--- src/rtl/vga_timing.sv ---
// ---------------------------------------------------------------------------
// vga_timing
//
// Raster timing generator. It divides the system clock down to a one-cycle
// pixel strobe and runs the horizontal/vertical pixel counters. From those
// counters it produces the registered sync, blank and frame markers for the
// VGA DAC and connector. The defaults give 640x480 @ 60 Hz from 50 MHz.
//
// Ports:
//   clk          system clock, everything changes on its rising edge
//   rst_n        asynchronous active-low reset
//   pix_en       one-clk strobe: the current (x,y) pixel is consumed now
//   vga_clk      registered, glitch-free pixel clock for the DAC
//   x, y         current horizontal / vertical count (10 bits each)
//   hsync_n      horizontal sync, active low
//   vsync_n      vertical sync, active low
//   blank_n      high only while (x,y) lies inside the visible area
//   sync_n       DAC composite sync, tied low
//   frame_start  one-clk strobe on the first pixel (0,0) of every frame
// ---------------------------------------------------------------------------
module vga_timing #(
  parameter int CLK_DIV  = 2,
  parameter int H_ACTIVE = 640,
  parameter int H_FP     = 16,
  parameter int H_SYNC   = 96,
  parameter int H_BP     = 48,
  parameter int V_ACTIVE = 480,
  parameter int V_FP     = 10,
  parameter int V_SYNC   = 2,
  parameter int V_BP     = 33
) (
  input  logic       clk,
  input  logic       rst_n,
  output logic       pix_en,
  output logic       vga_clk,
  output logic [9:0] x,
  output logic [9:0] y,
  output logic       hsync_n,
  output logic       vsync_n,
  output logic       blank_n,
  output logic       sync_n,
  output logic       frame_start
);

  localparam int H_TOTAL  = H_ACTIVE + H_FP + H_SYNC + H_BP;
  localparam int V_TOTAL  = V_ACTIVE + V_FP + V_SYNC + V_BP;
  localparam int HS_START = H_ACTIVE + H_FP;
  localparam int HS_END   = H_ACTIVE + H_FP + H_SYNC;
  localparam int VS_START = V_ACTIVE + V_FP;
  localparam int VS_END   = V_ACTIVE + V_FP + V_SYNC;

  // A divide-by-1 still needs a one-bit counter so the ports stay legal.
  localparam int DIV_W = (CLK_DIV > 1) ? $clog2(CLK_DIV) : 1;
  localparam logic [DIV_W-1:0] DIV_LAST = DIV_W'(CLK_DIV - 1);
  localparam logic [DIV_W-1:0] DIV_HALF = DIV_W'(CLK_DIV / 2);
  localparam logic             DIV_ON   = (CLK_DIV > 1);
  localparam logic [9:0]       X_LAST   = 10'(H_TOTAL - 1);
  localparam logic [9:0]       Y_LAST   = 10'(V_TOTAL - 1);

  logic [DIV_W-1:0] div_cnt;
  logic [DIV_W-1:0] div_next;
  logic [9:0]       x_next;
  logic [9:0]       y_next;
  logic [31:0]      x_ext;
  logic [31:0]      y_ext;

  assign pix_en      = (div_cnt == DIV_LAST);
  assign frame_start = pix_en && (x == 10'd0) && (y == 10'd0);
  assign sync_n      = 1'b0;

  // Next-state counts. The decodes are registered from these so each decode
  // lands in the same cycle as the x/y it describes, with no comb glitches.
  always_comb begin
    div_next = div_cnt;
    x_next   = x;
    y_next   = y;
    if (div_cnt == DIV_LAST) begin
      div_next = '0;
    end else begin
      div_next = div_cnt + 1'b1;
    end
    if (pix_en) begin
      if (x == X_LAST) begin
        x_next = '0;
        if (y == Y_LAST) begin
          y_next = '0;
        end else begin
          y_next = y + 1'b1;
        end
      end else begin
        x_next = x + 1'b1;
      end
    end
  end

  assign x_ext = {22'd0, x_next};
  assign y_ext = {22'd0, y_next};

  // Counter and decode registers. vga_clk follows the divider phase one
  // cycle ahead so it is high for the upper half of each pixel period; with
  // CLK_DIV=1 the DAC runs on clk directly and vga_clk stays low.
  always_ff @(posedge clk or negedge rst_n) begin
    if (!rst_n) begin
      div_cnt <= '0;
      x       <= '0;
      y       <= '0;
      vga_clk <= 1'b0;
      hsync_n <= 1'b1;
      vsync_n <= 1'b1;
      blank_n <= 1'b1;
    end else begin
      div_cnt <= div_next;
      x       <= x_next;
      y       <= y_next;
      vga_clk <= DIV_ON && (div_next >= DIV_HALF);
      hsync_n <= !((x_ext >= HS_START) && (x_ext < HS_END));
      vsync_n <= !((y_ext >= VS_START) && (y_ext < VS_END));
      blank_n <= (x_ext < H_ACTIVE) && (y_ext < V_ACTIVE);
    end
  end

endmodule

--- config.mk ---
export PLATFORM = sky130hd
export DESIGN_NAME = vga_timing
export DESIGN_NICKNAME = d
export VERILOG_FILES = /design/src/rtl/vga_timing.sv
export SDC_FILE = /design/constraint.sdc
export NUM_CORES = 1
export LEC_CHECK = 0
export ABC_AREA = 1
export BUFFER_PORTS_ARGS = -buffer_cell sky130_fd_sc_hd__buf_2
export CORE_UTILIZATION = 55
export DETAILED_ROUTE_END_ITERATION = 8
export PLACE_DENSITY = 0.79
export SLEW_MARGIN = 15
export SYNTH_ARGS = -nofsm -noshare
export SYNTH_HDL_FRONTEND = slang
export SYNTH_SLANG_ARGS = --single-unit
--- constraint.sdc ---
create_clock -name clk -period 4.2 [get_ports clk]
set_clock_uncertainty 0.1 [all_clocks]
set_input_delay 0.63 -clock clk [delete_from_list [all_inputs] [get_ports clk]]
set_output_delay 0.63 -clock clk [all_outputs]
set_load 0.01 [all_outputs]
==> flow_summary.ini, run 1 <==
[status]
status = completed

[logic_synthesis]
seq_area_frac_synth_pct = 39.14
ys_warn_count = 0
syn_inst = 201
synth_top_cell_area_share_pct = 34.04
synth_area_leader_cell = dfrtp_1
netlist_area_um2 = 1544
synth_area_leaders = dfrtp_1, nand2_1, inv_1
avgSynthCellArea_um2 = 7.681
synth-seq-cells = 24
synth_cell_types = 28
synth_fp_nets = 207

[power_and_ir_drop]
p_clk_share_pct = 30.8
pwr-share-seq_pct = 67.8
ir_worst_vdd_mv = 0.1681
p_sw_mw = 0.07223
p_leak_nw = 0.9183
pwr_density_cell_nw_per_um2 = 198.6
power.total_mw = 0.3409
p_int_mw = 0.2687
pwr-share-comb_pct = 1.4
netSwitchingFraction_pct = 21.19

[clocking]
ctsHoldBuffers = 0
cts_tree = yes
clockBufferDepth = 2
post_cts_buffers = 0
htreeDepth = 1
cts_buffers = 3
post_cts_resized = 0
root_buffer = clkbuf_4
cts.reportedPaths.clkPinSlew_ps = 130
clock_latency_ps = 310
cts.sinks = 24

[setup_path]
worst_setup_path_end_kind = output pin
critical_path_arrival_ps = 2020
path_cells = inv_1, nor3_1, nand4_1, nor4_1, buf_2
cp_num_buf_inv = 2
slowest_stage = dfrtp_1
cp_data_required_time_ps = 3470
criticalPathCategory = flop to output pin
start_kind = flop
crit_family = flip-flops
max_stage_delay_ps = 740
worstPathMaxFanout = 21

[sta]
finalCriticalPeriod_ps = 2754
fmax_ghz = 0.3631
setup_tns_ps = 0
finalCritPeriodShare_pct = 65.58
relSlewSlack_pct = 61.10
drv_slew = 0
rsz0062_at_grt = no
setup_viol = 0
hold_viol = 0
tightest_slew_ps = 583.5

[global_route]
grt_pass1_wl_mm = 5.368
antenna_found_initial = 0
grt_pass1_vias = 1231
grt_util_all_layers_pct = 25.14
grt-ovfl-total = 0
grt_max_degree = 25

[drt]
routed_wl_mm = 3.282
vias = 1358
drt_iter0_drc = 45
drc_errors = 0
via_per_inst = 5.264
wl_per_cell_um = 12.72
firstDrtPassIters = 4
ant_nets = 0

[floorplanning]
start_util_pct = 60.14
fp.dieH_um = 54.99
rows = 18
die_area_um2 = 3023
coreArea_um2 = 2567
die_x_um = 54.99
io_pins = 29

[cells_and_area]
nets = 235
layout_commonest_cell = nand2_1
diodes = 0
final_area_um2 = 1717
nFillCells = 222
drive_above_1_share_pct = 25.00
final_cell_mix = nand2_1, inv_1, buf_2, nand3_1, dfrtp_1
area_growth_pct = 11.18

[run]
max-cap-violations = 0

[placement]
place_hpwl_mm = 2.612
io_buffers = 27
placed_area_um2 = 1690
place.gp.congestion = 0.9274

[worst_hold_path]
min_path_type = input port to asynchronous set/reset pin
## synth_stat cells
master,n
a21oi_1,4
a22oi_1,1
buf_4,3
clkbuf_1,1
conb_1,1
dfrtp_1,21
dfstp_2,3
ha_1,4
inv_1,33
inv_2,4
nand2_1,39
nand2_2,4
nand2_4,2
nand3_1,23
nand3_2,1
nand3_4,1
nand4_1,8
nor2_1,17
nor2_2,6
nor2_8,3
nor3_1,5
nor3_2,2
nor4_1,1
o21ai_0,6
o21ai_1,1
o21ai_2,1
or2_0,1
xor2_1,5
## area by class of cell
type	count	area, µm²	share of cell area [%]
clock buffers	4	26.28	1.531
repair buffers	27	135.1	7.872
inverters	37	138.9	8.090
well taps	30	37.54	2.187
multi-input cells	136	774.5	45.12
flip-flops and latches	24	604.3	35.20
## state kept, by name, indices dropped and copies added (netlist names)
signal,cells
y,10
blank_n,1
vsync_n,1
hsync_n,1
x,10
pix_en,1
## path summary, 6_finish.rpt
kind,cells after the start,slack (ps),end,start
max,5,1450,frame_start,pix_en$_DFF_PN0_
min,1,160,x[2]$_DFF_PN0_,rst_n
max reg2reg,8,2110,blank_n$_DFF_PN1_,pix_en$_DFF_PN0_
min reg2reg,2,510,y[4]$_DFF_PN0_,y[4]$_DFF_PN0_
max in group asynchronous,1,3470,hsync_n$_DFF_PN1_,rst_n
min in group clk,2,510,y[4]$_DFF_PN0_,y[4]$_DFF_PN0_
## cell families after synthesis
family                   synth area share, %
AO/OA/AOI/OAI                          4.619
flip-flops                             39.14
adder cells (fa/ha/maj)                3.242
other                                 0.2429
buffers and inverters                  10.70
XOR/XNOR                               2.836
AND/OR/NAND/NOR                        39.22
## power groups by stage
stage          logic, mW  registers, mW  clock network (mW)
2_1_floorplan    0.00108          0.236                   0
3_3_place_gp     0.00531          0.235                   0
3_5_place_dp     0.00527          0.235                   0
4_1_cts          0.00521          0.231               0.107
5_1_grt          0.00627          0.231               0.114
6_report         0.00486          0.231               0.105
## per-layer routing
metal / up-vias / part of all wire (%) / GRT usage (%)
met2: 30 / 49 / 40.36
met3: 7 / 3.4 / 2.459
met4: 0 / 1.5 / 8.750
met5: - / 0 / 0
li1: 691 / - / -
met1: 630 / 46 / 35.02
## through the flow
stage / setup WS [ps] / utilization [%] / hold slack [ps] / std cells
global route: 1282 / 66.86 / 214.6 / 258
global placement: 1903 / 65.84 / 467.3 / 254
floorplan: 2152 / - / 234.4 / 201
finish: 1446 / 66.86 / 162.1 / 258
detailed placement: 1807 / 65.84 / 484.3 / 254
CTS: 1431 / 66.86 / 176.8 / 258
Power figures use the tool's default switching activity.
==> run 2: changes to the inputs <==
==> constraint.sdc (replaced) <==
create_clock -name clk -period 2.85 [get_ports clk]
set_clock_uncertainty 0.1 [all_clocks]
set_input_delay 0.4275 -clock clk [delete_from_list [all_inputs] [get_ports clk]]
set_output_delay 0.4275 -clock clk [all_outputs]
set_load 0.01 [all_outputs]
==> run 2 against run 1 <==
  * First-iteration DRC count shrank 4.4%
  * Sequential power grew 48%
  * Register-to-register slack lost 1300 ps
==> flow_summary.ini, run 2 (same netlist as run 1, synthesis figures left out) <==
[global_route]
grt_pass1_vias = 1262
grt_util_all_layers_pct = 25.44
grt-ovfl-total = 0
grt_pass1_wl_mm = 5.430
antenna_found_initial = 0
grt_util_met3_pct = 3.005
grt.met2_usage_pct = 42.77
grtUsageMet1_pct = 33.00
grt_max_degree = 25
gr-max-usage-layer = met2

[setup_path]
slowest_stage = dfrtp_1
cp_data_required_time_ps = 2320
start_kind = flop
reg2reg_from = x[0]$_DFF_PN0_
crit_family = buffers and inverters
cp_num_buf_inv = 3
path_cells = buf_4, inv_1, nor3_1, nand4_1, nor4_1, buf_2
rr_worst_depth = 10
worst-r2r-setup-slack_ps = 830
worstPathMaxFanout = 21
critical_path_arrival_ps = 1710
r2r-end = vsync_n$_DFF_PN1_
max_stage_delay_ps = 350
criticalPathCategory = flop to output pin
worst_setup_path_end_kind = output pin

[drt]
via_per_inst = 5.323
ant_nets = 0
routed_wl_mm = 3.344
wl_per_cell_um = 12.86
firstDrtPassIters = 4
drc_errors = 0
vias = 1384
drt_iter0_drc = 43

[floorplanning]
fp.dieH_um = 54.99
coreArea_um2 = 2567
start_util_pct = 60.14
rows = 18
io_pins = 29
die_area_um2 = 3023
die_x_um = 54.99

[clocking]
cts_tree = yes
post_cts_buffers = 0
cts.reportedPaths.clkPinSlew_ps = 140
htreeDepth = 1
cts_buffers = 3
cts.sinks = 24
clock_latency_ps = 320
clockBufferDepth = 2
root_buffer = clkbuf_4

[worst_hold_path]
min_path_type = input port to asynchronous set/reset pin

[sta]
holdWs_ps = 497.3
tightest_slew_ps = 527.5
relSlewSlack_pct = 64.83
setup_viol = 0
drv_slew = 0
finalCritPeriodShare_pct = 78.61
finalCriticalPeriod_ps = 2240
fmax_ghz = 0.4464
rsz0062_at_grt = no
setup_tns_ps = 0
hold_viol = 0

[cells_and_area]
final_cell_mix = nand2_1, inv_1, buf_2, nand3_1, dfrtp_1
nFillCells = 230
fin_cells = 260
final_area_um2 = 1744
layout_commonest_cell = nand2_1
drive_above_1_share_pct = 25.65
nets = 237
area_growth_pct = 12.97
diodes = 0
reg_top3 = x (10), y (10)

[power_and_ir_drop]
ir_worst_vdd_mv = 0.2279
p_int_mw = 0.4201
pwr-share-seq_pct = 64.5
p_leak_nw = 0.9327
pwr_density_cell_nw_per_um2 = 303.0
netSwitchingFraction_pct = 20.50
p_clk_share_pct = 33.9
p_sw_mw = 0.1083
pwr-share-comb_pct = 1.6

[placement]
place_hpwl_mm = 2.550
dp.cells = 255
placed_area_um2 = 1698
io_buffers = 27
place.gp.congestion = 0.8529

[status]
status = completed

[run]
max-cap-violations = 0
==> run 2: repair_timing <==
action / in CTS / in global routing
resized for setup: 0 / 0
hold buffers: 1 / 0
hold endpoints to repair: 21 / 0
==> run 2: routing by layer <==
| metal | vias up | part of all wire, % | routed length [µm] |
|---|---|---|---|
| met4 | 0 | 2.3 | 77 |
| met1 | 645 | 47 | 1585 |
| li1 | 692 | - | - |
| met3 | 9 | 3.6 | 122 |
| met2 | 38 | 47 | 1558 |
| met5 | - | 0 | 0 |
==> run 2: worst max-delay path by stage <==
stage	from	slack, ps	depth (start not counted)	endpoint
finish	pix_en$_DFF_PN0_	610	6	frame_start
global route	pix_en$_DFF_PN0_	420	6	frame_start
global placement	x[0]$_DFF_PN0_	910	10	vsync_n$_DFF_PN1_
floorplan	pix_en$_DFF_PN0_	1000	5	frame_start
CTS	pix_en$_DFF_PN0_	590	6	frame_start
detailed placement	x[0]$_DFF_PN0_	870	10	vsync_n$_DFF_PN1_
==> run 2: layout make-up <==
type | count | area [µm²] | area share (%)
sequential | 24 | 604.3 | 34.65
clock buffer | 4 | 36.28 | 2.080
tap | 30 | 37.54 | 2.152
timing repair buffer | 29 | 152.6 | 8.752
inverter | 37 | 138.9 | 7.963
multi-input combinational | 136 | 774.5 | 44.40
==> run 2: power groups by stage <==
stage	sequential (mW)	combinational, mW	clock, mW
3_3_place_gp	0.347	0.00787	0
3_5_place_dp	0.347	0.00794	0
4_1_cts	0.341	0.00900	0.187
2_1_floorplan	0.347	0.00159	0
5_1_grt	0.341	0.0107	0.196
6_report	0.341	0.00837	0.179
==> run 2: worst reg2reg max path: stages (launching register included) <==
cell and delay (ps):
dfrtp_1 470, ha_1 260, nand2_2 110, nor2_8 150, nand3_4 120, nor2_8 180, nand2_2 70, xor2_1 170
nand2_1 100, nor2_2 110, nand3_1 90
==> run 2: through the flow <==
step,utilization (%),total power [mW],setup WS [ps]
after detailed placement,66.13,0.3550,870.0
after floorplan,-,0.3487,1005
after global placement,66.13,0.3549,913.2
after CTS,67.93,0.5366,591.5
after global routing,67.93,0.5475,419.2
final,67.93,0.5285,609.7
==> run 3: changes to the inputs <==
==> constraint.sdc (replaced) <==
create_clock -name clk -period 2.3 [get_ports clk]
set_clock_uncertainty 0.1 [all_clocks]
set_input_delay 0.345 -clock clk [delete_from_list [all_inputs] [get_ports clk]]
set_output_delay 0.345 -clock clk [all_outputs]
set_load 0.01 [all_outputs]
==> run 3 against run 2 <==
  * Flip-flop and latch count unchanged
  * Largest cell class unchanged
  * Critical endpoint unchanged
  * Die area unchanged
  * Largest power group unchanged
  * Clock power increased by 31%
==> flow_summary.ini, run 3 (same netlist as run 1, synthesis figures left out) <==
[status]
status = completed

[floorplanning]
rows = 18
coreArea_um2 = 2567
io_pins = 29
die_area_um2 = 3023
fp.dieH_um = 54.99
start_util_pct = 60.14
die_x_um = 54.99

[setup_path]
start_kind = flop
worst-r2r-setup-slack_ps = 310
worstPathMaxFanout = 7
slowest_stage = dfrtp_1
criticalPathCategory = flop to output pin
critical_path_arrival_ps = 1740
crit_family = simple AND/OR/NAND/NOR gates
worst_setup_path_end_kind = output pin
path_cells = inv_1, nor3_1, nand4_1, nor4_1, buf_2
cp_data_required_time_ps = 1860
max_stage_delay_ps = 450
cp_num_buf_inv = 2

[global_route]
antenna_found_initial = 0
grt_util_all_layers_pct = 25.54
grt_pass1_vias = 1214
grt-ovfl-total = 0
grt_pass1_wl_mm = 5.464
grt_max_degree = 25

[power_and_ir_drop]
ir_worst_vdd_mv = 0.3321
p_leak_nw = 0.9327
pwr_density_cell_nw_per_um2 = 382.9

[cells_and_area]
layout_commonest_cell = nand2_1
nets = 237
drive_above_1_share_pct = 25.65
reg_top3 = x (10), y (10)
diodes = 0
multiInputGateArea_um2 = 774.5
regArea_um2 = 604.3
final_cell_mix = nand2_1, inv_1, buf_2, nand3_1, dfrtp_1
area_growth_pct = 12.97
nFillCells = 224

[drt]
drt_iter0_drc = 67
via_per_inst = 5.419
routed_wl_mm = 3.411
vias = 1409
drc_errors = 0
wl_per_cell_um = 13.12
firstDrtPassIters = 4
ant_nets = 0

[sta]
relSlewSlack_pct = 63.54
setup_slack_ps = 116.5
hold_viol = 0
tightest_slew_ps = 546.8
fmax_ghz = 0.4580
drv_slew = 0
finalCritPeriodShare_pct = 94.93
setup_viol = 0
rsz0062_at_grt = no
finalCriticalPeriod_ps = 2183
setup_tns_ps = 0

[clocking]
cts.sinks = 24
post_cts_resized = 0
cts_buffers = 3
htreeDepth = 1
clock_latency_ps = 340
cts_tree = yes
root_buffer = clkbuf_4
clockBufferDepth = 2
cts.reportedPaths.clkPinSlew_ps = 140

[worst_hold_path]
min_path_type = input port to asynchronous set/reset pin

[placement]
place_ws_ps = 338.4
place.gp.congestion = 0.8754
io_buffers = 27
place_hpwl_mm = 2.607

[run]
max-cap-violations = 0
[run 3: cell counts in the layout (fill, tap and decap cells not counted)]
Identical to the previous run, type by type.
[run 3: what timing repair did]
item,CTS,global route
hold buffers,1,0
setup buffers,0,0
hold endpoints to repair,21,0
[run 3: worst paths after layout]
kind	from	end	depth (start not counted)
setup / recovery	pix_en$_DFF_PN0_	frame_start	5
hold / removal	rst_n	y[8]$_DFF_PN0_	2
setup reg to reg	x[0]$_DFF_PN0_	blank_n$_DFF_PN1_	9
hold reg to reg	pix_en$_DFF_PN0_	x[1]$_DFF_PN0_	1
max in group asynchronous	rst_n	blank_n$_DFF_PN1_	2
min in group clk	pix_en$_DFF_PN0_	x[1]$_DFF_PN0_	1
[run 3: metal layers]
layer / global-route usage, % / share of wire, %
met4: 8.750 / 1.3
met5: 0 / 0
met2: 41.16 / 46
met3: 1.639 / 5.2
met1: 36.03 / 48
[run 3: per-stage QoR]
| stage | instance area (µm²) | utilization [%] | power (mW) | hold WS [ps] | instances |
|---|---|---|---|---|---|
| 2_1_floorplan | 1544 | - | 0.4321 | -50.59 | 201 |
| 3_3_place_gp | 1698 | 66.13 | 0.4397 | 252.7 | 255 |
| 3_5_place_dp | 1698 | 66.13 | 0.4404 | 271.3 | 255 |
| 4_1_cts | 1744 | 67.93 | 0.6722 | 438.7 | 260 |
| 5_1_grt | 1744 | 67.93 | 0.6785 | 503.0 | 260 |
| 6_report | 1744 | 67.93 | 0.6678 | 404.8 | 260 |
[run 3: worst register-to-register path, cell delays in order, from the launching register on]
cell,delay [ps]
dfrtp_1,490
ha_1,250
nand3_1,200
nor3_2,220
nand3_1,120
xor2_1,240
nand2_1,80
nand2_1,100
nand2_1,70
nor2_2,80
[run 3: report_power, final]
group | total, mW | switching, mW | internal [mW] | leakage [nW]
clock | 0.235 | 0.138 | 0.0972 | 0.0210
sequential | 0.422 | 0 | 0.422 | 0.311
combinational | 0.0106 | 0.00892 | 0.00171 | 0.601
[run 3: cell type report]
| class | instances | area share, % |
|---|---|---|
| Timing Repair Buffer | 29 | 8.752 |
| Inverter | 37 | 7.963 |
| Multi-Input combinational cell | 136 | 44.40 |
| Tap cell | 30 | 2.152 |
| Sequential cell | 24 | 34.65 |
| Clock buffer | 4 | 2.080 |
